`src/rtl/uart_pkg.sv`:
```
`default_nettype none
// ============================================================================
//  Module   : uart_pkg
//  Purpose  : Types and defaults shared by the UART receiver and transmitter.
//             Provides the receiver FSM state enum and the default
//             oversampling ratio and data width of the serial link.
//  Ports    : none (package)
//  Revision : 1.0  initial release
// ============================================================================
package uart_pkg;

    // rx_tick pulses per bit period (even, >= 8)
    localparam int UART_OVERSAMPLE = 16;
    // data bits per frame
    localparam int UART_DATA_BITS  = 8;

    typedef enum logic [1:0] {
        IDLE  = 2'd0,
        START = 2'd1,
        DATA  = 2'd2,
        STOP  = 2'd3
    } uart_rx_state_t;

endpackage : uart_pkg
`default_nettype wire

```
`src/rtl/uart_sync2.sv`:
```
`default_nettype none
// ============================================================================
//  Module   : uart_sync2
//  Purpose  : Two-flop synchroniser for the asynchronous serial line. Both
//             flops reset to 1 so an idle-high line is never mistaken for a
//             start bit while leaving reset.
//  Ports    : clk   in  system clock
//             reset in  asynchronous active-low reset
//             d     in  asynchronous input
//             q     out synchronised output
//  Revision : 1.0  initial release
// ============================================================================
module uart_sync2 (
    input  logic clk,
    input  logic reset,
    input  logic d,
    output logic q
);

    logic meta;

    always_ff @(posedge clk or negedge reset) begin
        if (!reset) begin
            meta <= 1'b1;
            q    <= 1'b1;
        end else begin
            meta <= d;
            q    <= meta;
        end
    end

endmodule : uart_sync2
`default_nettype wire

```
`src/rtl/uart_receiver.sv`:
```
`default_nettype none
// ============================================================================
//  Module   : uart_receiver
//  Purpose  : 8N1 UART receiver, LSB first, idle-high line. Oversamples the
//             synchronised line with rx_tick and samples each bit mid-period.
//             Each good byte is presented with a one-cycle rx_valid pulse;
//             a low stop bit gives a one-cycle rx_frame_err pulse instead.
//  Ports    : clk          in  system clock
//             reset        in  asynchronous active-low reset
//             rx_tick      in  strobe at OVERSAMPLE x baud
//             rx           in  serial input (asynchronous)
//             rx_data      out last correctly framed byte
//             rx_valid     out 1-cycle pulse, rx_data updated
//             rx_frame_err out 1-cycle pulse, stop bit sampled low
//             rx_busy      out high from start detect until frame end
//  Revision : 1.0  initial release
// ============================================================================
module uart_receiver
    import uart_pkg::*;
#(
    parameter int OVERSAMPLE = UART_OVERSAMPLE,
    parameter int DATA_BITS  = UART_DATA_BITS
) (
    input  logic                 clk,
    input  logic                 reset,
    input  logic                 rx_tick,
    input  logic                 rx,
    output logic [DATA_BITS-1:0] rx_data,
    output logic                 rx_valid,
    output logic                 rx_frame_err,
    output logic                 rx_busy
);

    localparam int TICK_W = (OVERSAMPLE > 1) ? $clog2(OVERSAMPLE) : 1;
    localparam int BIT_W  = (DATA_BITS  > 1) ? $clog2(DATA_BITS)  : 1;

    localparam logic [TICK_W-1:0] HALF_LAST = TICK_W'(OVERSAMPLE / 2 - 1);
    localparam logic [TICK_W-1:0] BIT_LAST  = TICK_W'(OVERSAMPLE - 1);
    localparam logic [BIT_W-1:0]  DATA_LAST = BIT_W'(DATA_BITS - 1);

    logic rx_s;

    uart_sync2 u_sync (
        .clk   (clk),
        .reset (reset),
        .d     (rx),
        .q     (rx_s)
    );

    uart_rx_state_t         state,     state_nxt;
    logic [TICK_W-1:0]      tick_cnt,  tick_nxt;
    logic [BIT_W-1:0]       bit_cnt,   bit_nxt;
    logic [DATA_BITS-1:0]   shift_reg, shift_nxt;
    logic [DATA_BITS-1:0]   data_nxt;
    logic                   armed,     armed_nxt;
    logic                   valid_nxt, ferr_nxt;

    always_ff @(posedge clk or negedge reset) begin
        if (!reset) begin
            state        <= IDLE;
            tick_cnt     <= '0;
            bit_cnt      <= '0;
            shift_reg    <= '0;
            armed        <= 1'b0;
            rx_data      <= '0;
            rx_valid     <= 1'b0;
            rx_frame_err <= 1'b0;
        end else begin
            state        <= state_nxt;
            tick_cnt     <= tick_nxt;
            bit_cnt      <= bit_nxt;
            shift_reg    <= shift_nxt;
            armed        <= armed_nxt;
            rx_data      <= data_nxt;
            rx_valid     <= valid_nxt;
            rx_frame_err <= ferr_nxt;
        end
    end

    always_comb begin
        state_nxt = state;
        tick_nxt  = tick_cnt;
        bit_nxt   = bit_cnt;
        shift_nxt = shift_reg;
        armed_nxt = armed;
        data_nxt  = rx_data;
        valid_nxt = 1'b0;
        ferr_nxt  = 1'b0;

        if (rx_tick) begin
            unique case (state)
                IDLE: begin
                    // A line that stays low after a frame (break) must go
                    // high at least once before a new start edge counts.
                    if (!armed) begin
                        if (rx_s) begin
                            armed_nxt = 1'b1;
                        end
                    end else if (!rx_s) begin
                        state_nxt = START;
                        tick_nxt  = '0;
                        armed_nxt = 1'b0;
                    end
                end

                START: begin
                    if (tick_cnt == HALF_LAST) begin
                        tick_nxt = '0;
                        if (!rx_s) begin
                            state_nxt = DATA;
                            bit_nxt   = '0;
                        end else begin
                            // Glitch: line already high again, so re-arm.
                            state_nxt = IDLE;
                            armed_nxt = 1'b1;
                        end
                    end else begin
                        tick_nxt = tick_cnt + TICK_W'(1);
                    end
                end

                DATA: begin
                    if (tick_cnt == BIT_LAST) begin
                        tick_nxt  = '0;
                        // Right shift: first bit received ends up in the LSB.
                        shift_nxt = {rx_s, shift_reg[DATA_BITS-1:1]};
                        if (bit_cnt == DATA_LAST) begin
                            state_nxt = STOP;
                        end else begin
                            bit_nxt = bit_cnt + BIT_W'(1);
                        end
                    end else begin
                        tick_nxt = tick_cnt + TICK_W'(1);
                    end
                end

                STOP: begin
                    if (tick_cnt == BIT_LAST) begin
                        tick_nxt  = '0;
                        state_nxt = IDLE;
                        if (rx_s) begin
                            data_nxt  = shift_reg;
                            valid_nxt = 1'b1;
                            // Stop bit itself proves the line is high, which
                            // allows a back-to-back start on the next tick.
                            armed_nxt = 1'b1;
                        end else begin
                            ferr_nxt  = 1'b1;
                            armed_nxt = 1'b0;
                        end
                    end else begin
                        tick_nxt = tick_cnt + TICK_W'(1);
                    end
                end

                default: begin
                    state_nxt = IDLE;
                end
            endcase
        end
    end

    assign rx_busy = (state != IDLE);

endmodule : uart_receiver
`default_nettype wire

```
`config.mk`:
```
export PLATFORM = sky130hd
export DESIGN_NAME = uart_receiver
export DESIGN_NICKNAME = d
export VERILOG_FILES = /design/src/rtl/uart_pkg.sv /design/src/rtl/uart_sync2.sv /design/src/rtl/uart_receiver.sv
export SDC_FILE = /design/constraint.sdc
export NUM_CORES = 1
export LEC_CHECK = 0
export BUFFER_PORTS_ARGS = -buffer_cell sky130_fd_sc_hd__buf_4
export CORE_ASPECT_RATIO = 1.25
export CORE_MARGIN = 2
export CORE_UTILIZATION = 50
export CTS_BUF_LIST = sky130_fd_sc_hd__clkbuf_8
export CTS_CLUSTER_DIAMETER = 40
export DETAILED_ROUTE_END_ITERATION = 10
export GPL_ROUTABILITY_DRIVEN = 0
export PLACE_DENSITY = 0.72
export RECOVER_POWER = 25
export SLEW_MARGIN = 20
export SYNTH_ARGS = -nofsm -noshare
export SYNTH_HDL_FRONTEND = slang
export SYNTH_HIERARCHICAL = 1
export SYNTH_SLANG_ARGS = --single-unit
export TNS_END_PERCENT = 20
```
`constraint.sdc`:
```
create_clock -name clk -period 4.5 [get_ports clk]
set_input_delay 0.45 -clock clk [delete_from_list [all_inputs] [get_ports clk]]
set_output_delay 0.45 -clock clk [all_outputs]
set_load 0.05 [all_outputs]
```
==> flow_summary.json, run 1 <==
{
  "status": "complete, but fails checks",
  "violations": "max-capacitance violations, max-slew violations",
  "reg2reg_depth": 4,
  "io_pins": 15,
  "period_minus_slack_ns": 1.97,
  "p_clk_frac": 0.336,
  "clock_path_buffers": 2,
  "share_comb_of_total_power": 0.158,
  "r2r_start": "tick_cnt[0]",
  "critical_path_arrival_ns": 2.14,
  "synth_cell_type_count": 42,
  "finalWirelength_mm": 2.68,
  "p_sw_frac": 0.303,
  "crit_fanout": 9,
  "hold_buffers": 0,
  "final.setup.tns_ns": 0,
  "slowest_stage": "or4_4",
  "synth.avg_cell_area_um2": 12.6,
  "seq_area_frac_synth": 0.514,
  "initial_utilization": 0.536,
  "synth_nets": 123,
  "fin_skew_ns": 0.00514,
  "core_mm2": 0.00273,
  "antenna_cells": 0,
  "wl_met1_mm": 1.13,
  "ff2ff_setup_slack_ns": 2.53,
  "crit_path_end_kind": "flop",
  "hold_violations": 0,
  "setup_ws_ns": 2.53,
  "cts_setup_buffers": 0,
  "rsz0062_at_grt": "false",
  "area_growth_pct": 12.1,
  "cts.htree.levels": 2,
  "ir_drop_mv": 0.274,
  "die_x_um": 52.4,
  "dr.max_layer_used": "met4",
  "clock_latency_ns": 0.29,
  "finalSetupViolCount": 0,
  "yosys_warnings": 6,
  "cts_resized": 0,
  "dpl_worst_slack_ns": 2.57,
  "stdcell_area_mm2": 0.00164,
  "worstSetupPathType": "reg2reg",
  "syn_area_mm2": 0.00147,
  "cpLargestDelayFamily": "simple AND/OR/NAND/NOR gates",
  "synth.ff_latch_count": 30,
  "clock-root-buffer": "clkbuf_8",
  "detail-route-antenna-nets": 0,
  "seqCellArea_um2": 753,
  "drt_iter0_drc": 22,
  "numCtsBuffers": 5,
  "dr.pass1.iters": 4,
  "p_leak_nw": 0.817,
  "grt_first_pass_wirelength_mm": 4.70,
  "hp-start": "rx",
  "ys_async_sr_fraction": 1.00,
  "cts_tree": "built",
  "met2_wirelength_mm": 1.36,
  "critPathLaunchType": "flop",
  "nets": 135,
  "gr-total-overflow": 0,
  "die_area_mm2": 0.00338,
  "period_share": 0.437,
  "grt_pass1_vias": 1024,
  "layout_common_cells": "dfrtp_1, buf_4, inv_1, mux2_2, mux2_4",
  "utilization": 0.601,
  "seqPwrFrac": 0.506,
  "drive_above_1_share": 0.341,
  "min_to": "u_sync/meta",
  "r2r-end": "rx_data[1]",
  "antenna_found_initial": 0,
  "grt_max_degree": 31,
  "worst_slew_pin_slew_ns": 1.56,
  "grt_usage": 0.190,
  "io_buffers": 14,
  "cts_sinks": 30,
  "dp_hpwl_mm": 1.84,
  "crit_path_max_incr_delay_ns": 0.57,
  "multi_input_area_um2": 617,
  "crit_path_cell_trace": "ha_1 -> nand4_4 -> or4_4 -> mux2_4",
  "hold_class": "in2reg",
  "fmax_ghz": 0.508,
  "synthFlopType": "dfrtp_1",
  "slew_headroom": -0.0415,
  "syn_inst": 116,
  "cp.required_ns": 4.67,
  "wl_per_cell_um": 16.4,
  "rows": 21,
  "maxCapViolCount": 1,
  "path_buf_inv": 0,
  "fillers": 240,
  "powerDensity_mw_per_mm2": 410,
  "die_h_um": 64.5,
  "synth_edf_count": 0,
  "switching_power_uw": 204,
  "hold_depth": 1,
  "drc": 0,
  "cts.reportedPaths.clkPinSlew_ns": 0.06,
  "drv_slew": 31,
  "p_int_uw": 469,
  "final_common_cell": "dfrtp_1",
  "wl_met3_um": 114,
  "viasPerCell": 5.99,
  "vias": 976,
  "placed_area_mm2": 0.00155
}
cell families (layout without fill, tap and decap cells):
group,after synthesis,after routing,synth area share
fa+ha+maj,3,3,0.0256
flops,30,30,0.514
buf+inv,18,31,0.0649
compound gates,24,24,0.124
mux,17,17,0.150
simple gates,24,24,0.121
synth_stat cells (2+ instances only):
master     n  area, µm²
dfrtp_1   28        701
inv_1      8       30.0
mux2_2     8       90.1
mux2_4     8        120
nand4_1    5       31.3
buf_2      4       20.0
nand3_1    4       20.0
o211ai_1   4       30.0
o21ai_0    4       20.0
a31oi_1    3       18.8
ha_1       3       37.5
buf_4      2       15.0
buf_6      2       22.5
dfstp_2    2       52.6
nand2_1    2       7.51
o21a_1     2       15.0
or4bb_1    2       22.5
cell type report:
class	instances	share of cell area
well taps	34	0.0259
inverters	9	0.0206
clock buffers	6	0.0503
flip-flops and latches	30	0.458
repair buffers	14	0.0617
clock inverters	2	0.00762
multi-input cells	68	0.375
metrics by stage:
step	power (mW)	hold WS, ns	std cells
after floorplan	0.433	0.154	116
after global placement	0.439	0.345	155
after detailed placement	0.451	0.348	155
after CTS	0.680	0.0925	163
after global routing	0.714	0.262	163
final	0.673	0.270	163
layer usage:
layer / vias to the layer above / global-route usage
met3: 7 / 0.0415
met5: - / 0
met4: 0 / 0.119
met1: 483 / 0.222
met2: 29 / 0.309
li1: 457 / -
how the worst max path moves through the flow:
| stage | startpoint | end | slack [ns] | depth (start not counted) |
|---|---|---|---|---|
| 2_1_floorplan | tick_cnt[0] | rx_data[0] | 2.74 | 6 |
| 3_3_place_gp | tick_cnt[0] | rx_data[7] | 2.64 | 4 |
| 3_5_place_dp | tick_cnt[0] | rx_data[3] | 2.57 | 4 |
| 4_1_cts | tick_cnt[0] | rx_data[1] | 2.54 | 4 |
| 5_1_grt | tick_cnt[0] | shift_reg[4] | 2.44 | 4 |
| 6_report | tick_cnt[0] | rx_data[1] | 2.53 | 4 |
worst register-to-register path, delay by kind of cell, from the launching register on:
family	cells	cell delay, ns
muxes	1	0.34
and+or+nand+nor	2	0.75
DFF	1	0.39
adders and majority gates	1	0.38
power groups by stage:
stage | Sequential (mW) | Combinational (mW) | Clock [mW]
2_1_floorplan | 0.318 | 0.115 | 0
3_3_place_gp | 0.340 | 0.0997 | 0
3_5_place_dp | 0.343 | 0.108 | 0
4_1_cts | 0.339 | 0.108 | 0.232
5_1_grt | 0.346 | 0.123 | 0.245
6_report | 0.341 | 0.106 | 0.226
(Power assumes the default switching activity.)
==> run 2: changes to the inputs <==
--- a/config.mk
+++ b/config.mk
@@ -5,6 +5,7 @@
 export SDC_FILE = /design/constraint.sdc
 export NUM_CORES = 1
 export LEC_CHECK = 0
+export ABC_AREA = 1
 export BUFFER_PORTS_ARGS = -buffer_cell sky130_fd_sc_hd__buf_4
 export CORE_ASPECT_RATIO = 1.25
 export CORE_MARGIN = 2
@@ -13,7 +14,7 @@
 export CTS_CLUSTER_DIAMETER = 40
 export DETAILED_ROUTE_END_ITERATION = 10
 export GPL_ROUTABILITY_DRIVEN = 0
-export PLACE_DENSITY = 0.72
+export PLACE_DENSITY = 0.75
 export RECOVER_POWER = 25
 export SLEW_MARGIN = 20
 export SYNTH_ARGS = -nofsm -noshare
==> constraint.sdc (replaced) <==
create_clock -name clk -period 1.62 [get_ports clk]
set_input_delay 0.162 -clock clk [delete_from_list [all_inputs] [get_ports clk]]
set_output_delay 0.162 -clock clk [all_outputs]
set_load 0.05 [all_outputs]
==> flow_summary.json, run 2 <==
{
  "viasPerCell": 5.19,
  "use_met3": 0.0640,
  "powerDensity_mw_per_mm2": 1310,
  "grt_pass1_vias": 1047,
  "worst_slew_pin_slew_ns": 0.735,
  "setup_ws_ns": 0.124,
  "period_share": 0.924,
  "finalSetupViolCount": 0,
  "synthTopCellsByArea": "dfrtp_1, nand2_1, o21ai_2",
  "fin_skew_ns": 0.00500,
  "cts_sinks": 30,
  "gr-total-overflow": 0,
  "placed_area_mm2": 0.00153,
  "grt_usage": 0.189,
  "drive_above_1_share": 0.310,
  "worstSetupPathType": "reg2reg",
  "synth.avg_cell_area_um2": 9.44,
  "layout_common_cells": "nand2_1, dfrtp_1, inv_1",
  "clock_path_buffers": 2,
  "crit_path_max_incr_delay_ns": 0.39,
  "finalWirelength_mm": 2.67,
  "ys_async_sr_fraction": 1.00,
  "drv_slew": 0,
  "synth_edf_count": 0,
  "placed_cells": 195,
  "numCtsBuffers": 5,
  "wl_per_cell_um": 13.0,
  "syn_inst": 149,
  "nets": 178,
  "cts_tree": "built",
  "syn_area_mm2": 0.00141,
  "crit_path_end_kind": "flop",
  "cp.required_ns": 1.79,
  "stdcell_area_mm2": 0.00164,
  "io_buffers": 14,
  "use_met1": 0.201,
  "gr-usage-met2": 0.324,
  "hold_violations": 0,
  "hold_depth": 3,
  "reg2reg_depth": 6,
  "area_growth_pct": 16.6,
  "critical_path_arrival_ns": 1.66,
  "slowest_stage": "dfrtp_1",
  "rows": 21,
  "io_pins": 15,
  "dp_hpwl_mm": 1.79,
  "dpl_worst_slack_ns": 0.143,
  "p_int_mw": 1.33,
  "period_minus_slack_ns": 1.50,
  "synthFlopType": "dfrtp_1",
  "synth.ff_latch_count": 30,
  "die_area_mm2": 0.00326,
  "slew_headroom": 0.510,
  "grt_max_degree": 31,
  "antenna_cells": 0,
  "synth_cell_type_count": 23,
  "ir_drop_mv": 0.978,
  "initial_utilization": 0.525,
  "yosysTopAreaCell": "dfrtp_1",
  "dr.pass1.iters": 4,
  "grt_busiest_layer": "met2",
  "antenna_found_initial": 0,
  "drc": 0,
  "clock_latency_ns": 0.28,
  "core_mm2": 0.00268,
  "synth_top_area_share": 0.498,
  "synth_nets": 156,
  "vias": 1063,
  "crit_fanout": 16,
  "grt_first_pass_wirelength_mm": 4.44,
  "cts.reportedPaths.clkPinSlew_ns": 0.06,
  "die_x_um": 51.4,
  "fmax_ghz": 0.668,
  "drt_iter0_drc": 26,
  "p_sw_frac": 0.381,
  "synth_commonest_cells": "nand2_1, dfrtp_1, inv_1",
  "instances_no_fill": 205,
  "r2r-end": "shift_reg[7]",
  "crit_path_cell_trace": "ha_2 -> nand3_1 -> inv_2 -> nand3_4 -> nand2_1 -> o21ai_2",
  "hp-start": "rx_tick",
  "synth.most_common_cell": "nand2_1",
  "p_leak_nw": 0.809,
  "yosys_warnings": 6,
  "min_to": "rx_frame_err",
  "maxCapViolCount": 0,
  "detail-route-antenna-nets": 0,
  "switching_power_uw": 819,
  "whs_ns": 0.229,
  "ff2ff_setup_slack_ns": 0.12,
  "p_clk_frac": 0.252,
  "r2r_start": "tick_cnt[0]",
  "die_h_um": 63.3,
  "critPathLaunchType": "flop",
  "final_common_cell": "nand2_1",
  "seq_area_frac_synth": 0.536,
  "status": "completed",
  "clock-root-buffer": "clkbuf_8",
  "cts.htree.levels": 2,
  "hold_class": "in2reg",
  "share_comb_of_total_power": 0.310,
  "seqPwrFrac": 0.438,
  "utilization": 0.612
}
run 2: final cells by class:
cell class | count | area, µm²
well taps | 34 | 42.5
inverters | 21 | 78.8
flip-flops and latches | 30 | 753
multi-input cells | 97 | 567
clock buffers | 5 | 68.8
fillers | 237 | 1040
clock inverters | 2 | 7.51
repair buffers | 16 | 123
run 2: repair_timing:
| action | CTS | global route |
|---|---|---|
| endpoints found under the hold margin | 29 | 0 |
| hold buffers | 2 | 0 |
| endpoints found under the setup margin | 0 | 5 |
| buffers inserted | 0 | 0 |
| resized for setup | 0 | 1 |
run 2: critical path: cells and delay by family, from the launching register on:
kind,cells,cell delay [ns]
adders and majority gates,1,0.22
AOI/OAI and AO/OA,1,0.07
buffers and inverters,1,0.17
and+or+nand+nor,3,0.55
DFF,1,0.39
run 2: routing by layer:
| layer | share of wire | vias up |
|---|---|---|
| met5 | 0 | - |
| met1 | 0.41 | 511 |
| met4 | 0.021 | 0 |
| li1 | - | 522 |
| met3 | 0.047 | 8 |
| met2 | 0.52 | 22 |
run 2: cell families (layout without fill, tap and decap cells):
group,after synthesis,count (layout),synth area share
compound gates,26,26,0.123
xor+xnor,1,1,0.00623
fa+ha+maj,3,3,0.0267
buf+inv,23,44,0.0721
flops,30,30,0.536
simple gates,66,67,0.237
run 2: power groups by stage:
stage / clock (mW) / sequential [mW] / combinational, mW
final: 0.541 / 0.939 / 0.666
after global routing: 0.594 / 0.954 / 0.748
after CTS: 0.559 / 0.934 / 0.661
after detailed placement: 0 / 0.947 / 0.655
after floorplan: 0 / 0.928 / 0.513
after global placement: 0 / 0.941 / 0.627
run 2: worst max path at each step:
stage	cells after the start	endpoint	from
2_1_floorplan	7	rx_data[4]	tick_cnt[0]
3_3_place_gp	6	rx_data[7]	tick_cnt[0]
3_5_place_dp	6	shift_reg[7]	tick_cnt[0]
4_1_cts	6	shift_reg[7]	tick_cnt[0]
5_1_grt	6	shift_reg[5]	tick_cnt[0]
6_report	6	shift_reg[7]	tick_cnt[0]
run 2: per-stage QoR:
stage                     total power, mW  setup TNS, ns
after floorplan                      1.44              0
after global placement               1.57              0
after detailed placement             1.60              0
after CTS                            2.15              0
after global routing                 2.30       -0.00308
final                                2.15              0
